**src/rtl/mem_arbiter_pkg.sv**
```systemverilog
// Shared types for the unified-memory arbiter: FSM state and owner encodings.
package mem_arbiter_pkg;

  typedef enum logic [1:0] {
    StIdle   = 2'd0,
    StAccess = 2'd1,
    StResp   = 2'd2
  } state_e;

  typedef enum logic {
    OwnI = 1'b0,
    OwnD = 1'b1
  } owner_e;

endpackage

```
**src/rtl/mem_arbiter_pick.sv**
```systemverilog
// Combinational grant decision. Defining MEM_ARB_RR_EN selects round-robin on a tie;
// otherwise the data port has fixed priority.
module mem_arbiter_pick
  import mem_arbiter_pkg::*;
(
  input  logic   i_req,
  input  logic   d_req,
  input  owner_e last_gnt,
  output owner_e owner
);

`ifdef MEM_ARB_RR_EN
  always_comb begin
    owner = OwnI;
    if (i_req && d_req) begin
      owner = (last_gnt == OwnI) ? OwnD : OwnI;
    end else if (d_req) begin
      owner = OwnD;
    end
  end
`else
  logic unused_last_gnt;
  assign unused_last_gnt = last_gnt;

  always_comb begin
    owner = OwnI;
    if (d_req) begin
      owner = OwnD;
    end
  end
`endif

endmodule

```
**src/rtl/mem_arbiter.sv**
```systemverilog
// Shares a single-port fixed-latency memory between instruction fetch and data load/store.
// Arbitration policy comes from mem_arbiter_pick (round-robin when MEM_ARB_RR_EN is defined).
module mem_arbiter
  import mem_arbiter_pkg::*;
#(
  parameter int unsigned ADDR_W  = 32,
  parameter int unsigned DATA_W  = 32,
  parameter int unsigned MEM_LAT = 2,
  parameter int unsigned CNT_W   = 4
) (
  input  logic              clk,
  input  logic              rst,
  input  logic              i_req,
  input  logic [ADDR_W-1:0] i_adr,
  output logic              i_ack,
  output logic [DATA_W-1:0] i_rdata,
  input  logic              d_req,
  input  logic              d_we,
  input  logic [ADDR_W-1:0] d_adr,
  input  logic [DATA_W-1:0] d_wdata,
  output logic              d_ack,
  output logic [DATA_W-1:0] d_rdata,
  output logic [ADDR_W-1:0] mem_adr,
  output logic [DATA_W-1:0] mem_wdata,
  output logic              mem_read,
  output logic              mem_write,
  input  logic [DATA_W-1:0] mem_rdata,
  output logic              busy,
  output logic              gnt_d
);

  state_e           state;
  owner_e           gnt_q;  // latched owner; doubles as last_gnt for round-robin
  owner_e           pick;
  logic [CNT_W-1:0] cnt;
  logic             we_q;

  mem_arbiter_pick u_pick (
    .i_req    (i_req),
    .d_req    (d_req),
    .last_gnt (gnt_q),
    .owner    (pick)
  );

  always_ff @(posedge clk or negedge rst) begin
    if (!rst) begin
      state     <= StIdle;
      gnt_q     <= OwnI;
      cnt       <= '0;
      we_q      <= 1'b0;
      mem_adr   <= '0;
      mem_wdata <= '0;
      i_rdata   <= '0;
      d_rdata   <= '0;
    end else begin
      unique case (state)
        StIdle: begin
          if (i_req || d_req) begin
            gnt_q     <= pick;
            mem_adr   <= (pick == OwnD) ? d_adr : i_adr;
            mem_wdata <= (pick == OwnD) ? d_wdata : '0;
            we_q      <= (pick == OwnD) && d_we;
            cnt       <= CNT_W'(MEM_LAT - 1);
            state     <= StAccess;
          end
        end
        StAccess: begin
          if (cnt != '0) begin
            cnt <= cnt - CNT_W'(1);
          end else begin
            if (!we_q) begin
              if (gnt_q == OwnD) d_rdata <= mem_rdata;
              else               i_rdata <= mem_rdata;
            end
            state <= StResp;
          end
        end
        StResp:  state <= StIdle;
        default: state <= StIdle;
      endcase
    end
  end

  // Strobes and acks decode only reset-cleared state, so they drop the moment rst falls.
  assign mem_read  = (state == StAccess) && !we_q;
  assign mem_write = (state == StAccess) && we_q && (cnt == '0);
  assign busy      = (state != StIdle);
  assign i_ack     = (state == StResp) && (gnt_q == OwnI);
  assign d_ack     = (state == StResp) && (gnt_q == OwnD);
  assign gnt_d     = (gnt_q == OwnD);

endmodule

```
**config.mk**
```make
export PLATFORM = sky130hd
export DESIGN_NAME = mem_arbiter
export DESIGN_NICKNAME = d
export VERILOG_FILES = /design/src/rtl/mem_arbiter_pkg.sv /design/src/rtl/mem_arbiter_pick.sv /design/src/rtl/mem_arbiter.sv
export SDC_FILE = /design/constraint.sdc
export NUM_CORES = 1
export LEC_CHECK = 0
export BUFFER_PORTS_ARGS = -buffer_cell sky130_fd_sc_hd__buf_2
export CORE_MARGIN = 2
export CORE_UTILIZATION = 51
export CTS_CLUSTER_DIAMETER = 30
export DETAILED_ROUTE_END_ITERATION = 12
export PLACE_DENSITY_LB_ADDON = 0.25
export REMOVE_ABC_BUFFERS = 1
export SLEW_MARGIN = 10
export SYNTH_ARGS = -nofsm -noshare
export SYNTH_HDL_FRONTEND = slang
export SYNTH_SLANG_ARGS = --single-unit
```
**constraint.sdc**
```tcl
create_clock -name clk -period 5.7 [get_ports clk]
set_clock_uncertainty 0.15 [all_clocks]
set_input_delay 0.57 -clock clk [delete_from_list [all_inputs] [get_ports clk]]
set_output_delay 0.57 -clock clk [all_outputs]
set_load 0.02 [all_outputs]
```
* Yosys cells after proc, flatten, opt, wreduce, memory -nomap -nowiden
Cells that the tools add are included.
** Word-level totals
- Register bits :: 136
- Bits in latches :: 0
- Memory bits (writable) :: 0
- ROM bits :: 0
- Input bits :: 133
- Output and inout bits :: 134
- Logic and storage cells :: 44
- Memories :: 0
** Cells by class
- Add/subtract/negate cells :: 1
- Multipliers :: 0
- Div/mod/pow operators :: 0
- Order comparisons :: 0
- Eq/ne operators :: 5
- Shift operators :: 0
- Multiplexer cells :: 9
- Bitwise logic cells :: 3
- Reductions and logical operators :: 18
** Operators by type and width (number)
- $mux 32 :: 2
- $mux 4 :: 2
- $pmux 4 s2 :: 1
- $reduce_and 4->1 :: 2
- $logic_and 1x1->1 :: 6
- $ne 2x2->1 const B :: 3
- $logic_not 4->1 :: 1
- $mux 2 :: 2
- $pmux 2 s2 :: 1
- $reduce_and 2->1 :: 2
- $reduce_bool 2->1 :: 2
- $reduce_bool 4->1 :: 1
- $sub 4x1->4 const B :: 1
- $not 1->1 :: 3
- $reduce_and 3->1 :: 1
- $eq 2x1->1 const B :: 1
- $eq 2x2->1 const B :: 1
- $logic_not 2->1 :: 1
- $logic_not 1->1 :: 1
- $logic_or 1x1->1 :: 1
- $mux 1 :: 1

* Depth between registers and ports, before layout
- Word-level depth :: 3
- Gate-level depth with buffers :: 7
- Mapped depth without buffers :: 5

* By module
A second synthesis with hierarchy kept.
** Second synthesis, totals
- Cell total of the unflattened synthesis :: 466
- Area total of the unflattened synthesis :: 5884.4 um^2
** Modules (own cells, without submodules)
- mem_arbiter :: times used 1, cells each 465, area an instance 5876.9 um^2
- mem_arbiter_pick :: times used 1, cells each 1, area an instance 7.5 um^2

* Worst setup path after synthesis
No wires, ideal clock.
- Path kind :: reg2reg
- Start point :: register cnt[0]
- End point :: register d_rdata[0]
- Setup time :: 0.125 ns
- Arrival time :: 1.997 ns
- Data required time :: 5.425 ns
- Path slack :: 3.428 ns
- Cell stages (with the launch flop) :: 8
- Buffers on the path :: 2
- Period minus slack after synthesis :: 2.272 ns
- Cell sequence :: dfrtp_1 inv_1 ha_1 or3b_4 or4_4 buf_6 buf_12 mux2_4
** Between the ends
- Word-level cells in the longest chain between the ends :: 3
** RTL lines
- from (decl) :: line mem_arbiter.sv:35 : logic [CNT_W-1:0] cnt;
- from (signal assigned) :: line mem_arbiter.sv:63 : cnt <= CNT_W'(MEM_LAT - 1);
- from (signal assigned) :: line mem_arbiter.sv:69 : cnt <= cnt - CNT_W'(1);
- $reduce_bool 4->1 :: line mem_arbiter.sv:68 : if (cnt != '0) begin
- $not 1->1 (no line)
- $reduce_and 4->1 (no line)
- to (signal assigned) :: line mem_arbiter.sv:72 : if (gnt_q == OwnD) d_rdata <= mem_rdata;
- to (decl) :: line mem_arbiter.sv:22 : output logic [DATA_W-1:0] d_rdata,
Every way passes these cells.
A chain may end at the register's enable or synchronous reset.

* Worst setup path in the final report
- Start point :: input d_req
- End point :: register mem_wdata[25]
** Between the ends
- Word-level cells in the longest chain between the ends :: 2
** RTL lines
- from (decl) :: line mem_arbiter.sv:17 : input logic d_req,
- $mux 1 / $logic_or 1x1->1 (equally long branches) :: line mem_arbiter_pick.sv:27, mem_arbiter.sv:58
- $mux 32 / $reduce_and 2->1 (equally long branches)
- to (signal assigned) :: line mem_arbiter.sv:61 : mem_wdata <= (pick == OwnD) ? d_wdata : '0;
- to (decl) :: line mem_arbiter.sv:24 : output logic [DATA_W-1:0] mem_wdata,
Parallel ways exist; a longest one is shown, timed or not.

==> impl_metrics.yaml <==
status:
  outcome: "completed"
cts:
  cts_buffer_depth: 2
  cts_num_sinks: 136
  postCtsHoldBufs: 0
  cts_setup_buffers: 0
  tritoncts.num_buffers: 17
  cts.reportedPaths.clkPinSlew_ns: 0.06
  post_cts_resized: 0
  cts_max_level: 4
  insertion_delay_ns: 0.40
  tritoncts: "done"
  root_buffer: "sky130_fd_sc_hd__clkbuf_16"
setup_path:
  worstSetupStartpointType: "primary input"
  critPathMaxFanout: 66
  path_class: "in2reg"
  worstPathCellList: "buf_2 -> buf_4 -> or2_2 -> nand2_1 -> a22o_1"
  crit_required_ns: 5.84
  arrival_time_at_the_worst_endpoint_ns: 3.62
  critical_path.slowest_cell: "sky130_fd_sc_hd__nand2_1"
  cpPeakStageDelay_ns: 1.00
  crit_family: "simple AND/OR/NAND/NOR gates"
  critical_path.n_buffers_inverters: 2
  end_kind: "register"
grt:
  grt_use_total: 0.235
  grt_antenna_before_repair: 1
  vias_in_the_first_global_route: 4429
  grt_start_max_net_pins: 88
  globalRoute.totalOverflow: 0
  wire_length_of_the_first_global_routing_pass_mm: 23.1
cells_and_area:
  multi_input_comb_area_um2: 2160
  fillCellCount: 762
  post_layout_nonfiller_instances: 811
  final_cell_mix: "sky130_fd_sc_hd__buf_2, sky130_fd_sc_hd__dfrtp_1, sky130_fd_sc_hd__mux2_4"
  layout_commonest_cell: "sky130_fd_sc_hd__buf_2"
  ff_latch_area_um2: 3400
  net_total_in_the_final_layout: 792
  flow.area_growth_from_synthesis_pct: 32.9
  design_area_um2: 7720
  drive_above_1_share: 0.554
  finalCoreUtilization: 0.703
yosys:
  synthesis.area_um2: 5810
  adder_cell_share_of_the_synthesized_area: 0.00430
  syn-mean-instance-area_um2: 14.4
  synth-edff-count: 0
  share_of_the_yosys_chip_area_belonging_to_registers: 0.585
  synthArstFlopShare: 1.00
  synth_cell_types: 32
  synth_compound_area_frac: 0.119
  synth_warnings: 0
  synthSimpleGateAreaFrac: 0.0288
  synth_top_family_by_area: "multiplexers"
  synth_cells: 403
  synth-main-ff-cell: "sky130_fd_sc_hd__dfrtp_1"
  fraction_of_synthesized_cell_area_in_xor_and_xnor_cells: 0
  ys_seq_elements: 136
  muxShareOfSynthArea: 0.218
timing:
  drv_slew: 0
  slew_headroom: 0.210
  max_clock_freq_mhz: 287
  hold-worst-slack_ns: 0.202
  fin_tns_setup_ns: 0
  tightestPinTransition_ns: 1.18
  setup_repair_after_global_routing_missed_its_margin: "false"
  finalWorstPathRequiredPeriod_ns: 3.48
  period_share: 0.611
  hold_viol: 0
  finalSetupViolCount: 0
die:
  die_w_um: 111
  placementRows: 38
  design.die.area_um2: 12300
  core_region_area_um2: 11000
  initial_utilization: 0.529
  die_h_um: 111
  pin_count: 267
run:
  max_cap_violations: 0
min_path:
  worst_hold_path_type: "in2async"
detailed_routing:
  routedWlPerCell_um: 17.6
  wirelength_mm: 14.3
  first_iter_violations: 300
  detail_route.first_pass.iterations: 4
  detail-route-antenna-nets: 0
  num_vias: 4347
  detail_route.vias_per_cell: 5.36
  post-route-drc-count: 0
power_and_ir_drop:
  leakage_nw: 4.08
  peakVddDrop_v: 0.000433
  power_per_cell_area_nw_per_um2: 650
placed_design:
  detailed_place.area_um2: 7110
  placed_cells_incl_taps: 778
  count_of_input_and_output_buffers: 266
  dpl.hpwl_mm: 9.76
  weighted_congestion_at_the_end_of_routability_driven_global_placement: 0.813
-- path summary, 6_finish.rpt --
kind                            slack [ns]    startpoint  cells past startpoint       endpoint
worst max-delay path                  2.22         d_req                      5  mem_wdata[25]
worst min-delay path                  0.20           rst                      1    d_rdata[27]
worst max register to register        2.99      state[0]                      3  mem_wdata[25]
worst min register to register        0.35  mem_wdata[9]                      1   mem_wdata[9]
max in group asynchronous             3.92           rst                      2         cnt[3]
min in group clk                      0.23   d_wdata[22]                      2  mem_wdata[22]
-- sequential cells by signal, summed over array words and instances, names as in the netlist --
register   flops
i_rdata       32
state          2
we_q           1
d_rdata       32
gnt_d          1
mem_wdata     32
cnt            4
mem_adr       32
-- metal layers --
layer / GRT usage / share of wire
met5: 0 / 0
met4: 0.0908 / 0.021
met3: 0.0640 / 0.070
met2: 0.388 / 0.50
met1: 0.297 / 0.41
-- layout make-up --
class	instances	area share
clock inverters	10	0.0186
well taps	140	0.0227
diodes	1	0.000324
repair buffers	269	0.176
multi-input cells	228	0.280
inverters	5	0.00243
clock buffers	22	0.0601
flip-flops and latches	136	0.441
-- logic make-up (layout without fill, tap and decap cells) --
| logic type | Yosys count | in the layout |
|---|---|---|
| simple gates | 26 | 26 |
| fa+ha+maj | 2 | 2 |
| flops | 136 | 136 |
| other cells | 0 | 1 |
| mux | 96 | 96 |
| buf+inv | 39 | 306 |
| compound gates | 104 | 104 |
-- cells in the mapped netlist, types with 3 or more instances --
cell type,number,area [µm²]
sky130_fd_sc_hd__buf_1,3,11.3
sky130_fd_sc_hd__a22o_1,33,289
sky130_fd_sc_hd__nand2_1,3,11.3
sky130_fd_sc_hd__nor2_1,3,11.3
sky130_fd_sc_hd__a31oi_1,32,200
sky130_fd_sc_hd__mux2i_1,32,320
sky130_fd_sc_hd__mux2_2,4,45.0
sky130_fd_sc_hd__a21oi_1,34,170
sky130_fd_sc_hd__buf_12,6,120
sky130_fd_sc_hd__dfrtp_1,136,3400
sky130_fd_sc_hd__nor3_1,3,15.0
sky130_fd_sc_hd__mux2_4,60,901
sky130_fd_sc_hd__inv_1,5,18.8
sky130_fd_sc_hd__nor3b_1,3,22.5
sky130_fd_sc_hd__clkbuf_1,23,86.3
-- power by group --
part / total (W) / switching [W] / internal, W
clock: 0.00111 / 0.000401 / 0.000713
combinational: 0.00219 / 0.00125 / 0.000941
sequential: 0.00172 / 0.000283 / 0.00144
total: 0.00502 / 0.00193 / 0.00309
-- stage by stage --
step | total power [W] | worst slack, ns
6_report | 0.00502 | 2.22
5_1_grt | 0.00528 | 1.95
3_5_place_dp | 0.00391 | 1.82
2_1_floorplan | 0.00314 | 1.15
4_1_cts | 0.00506 | 2.22
3_3_place_gp | 0.00384 | 1.94
Note: power is estimated with default switching activity, not from simulation.
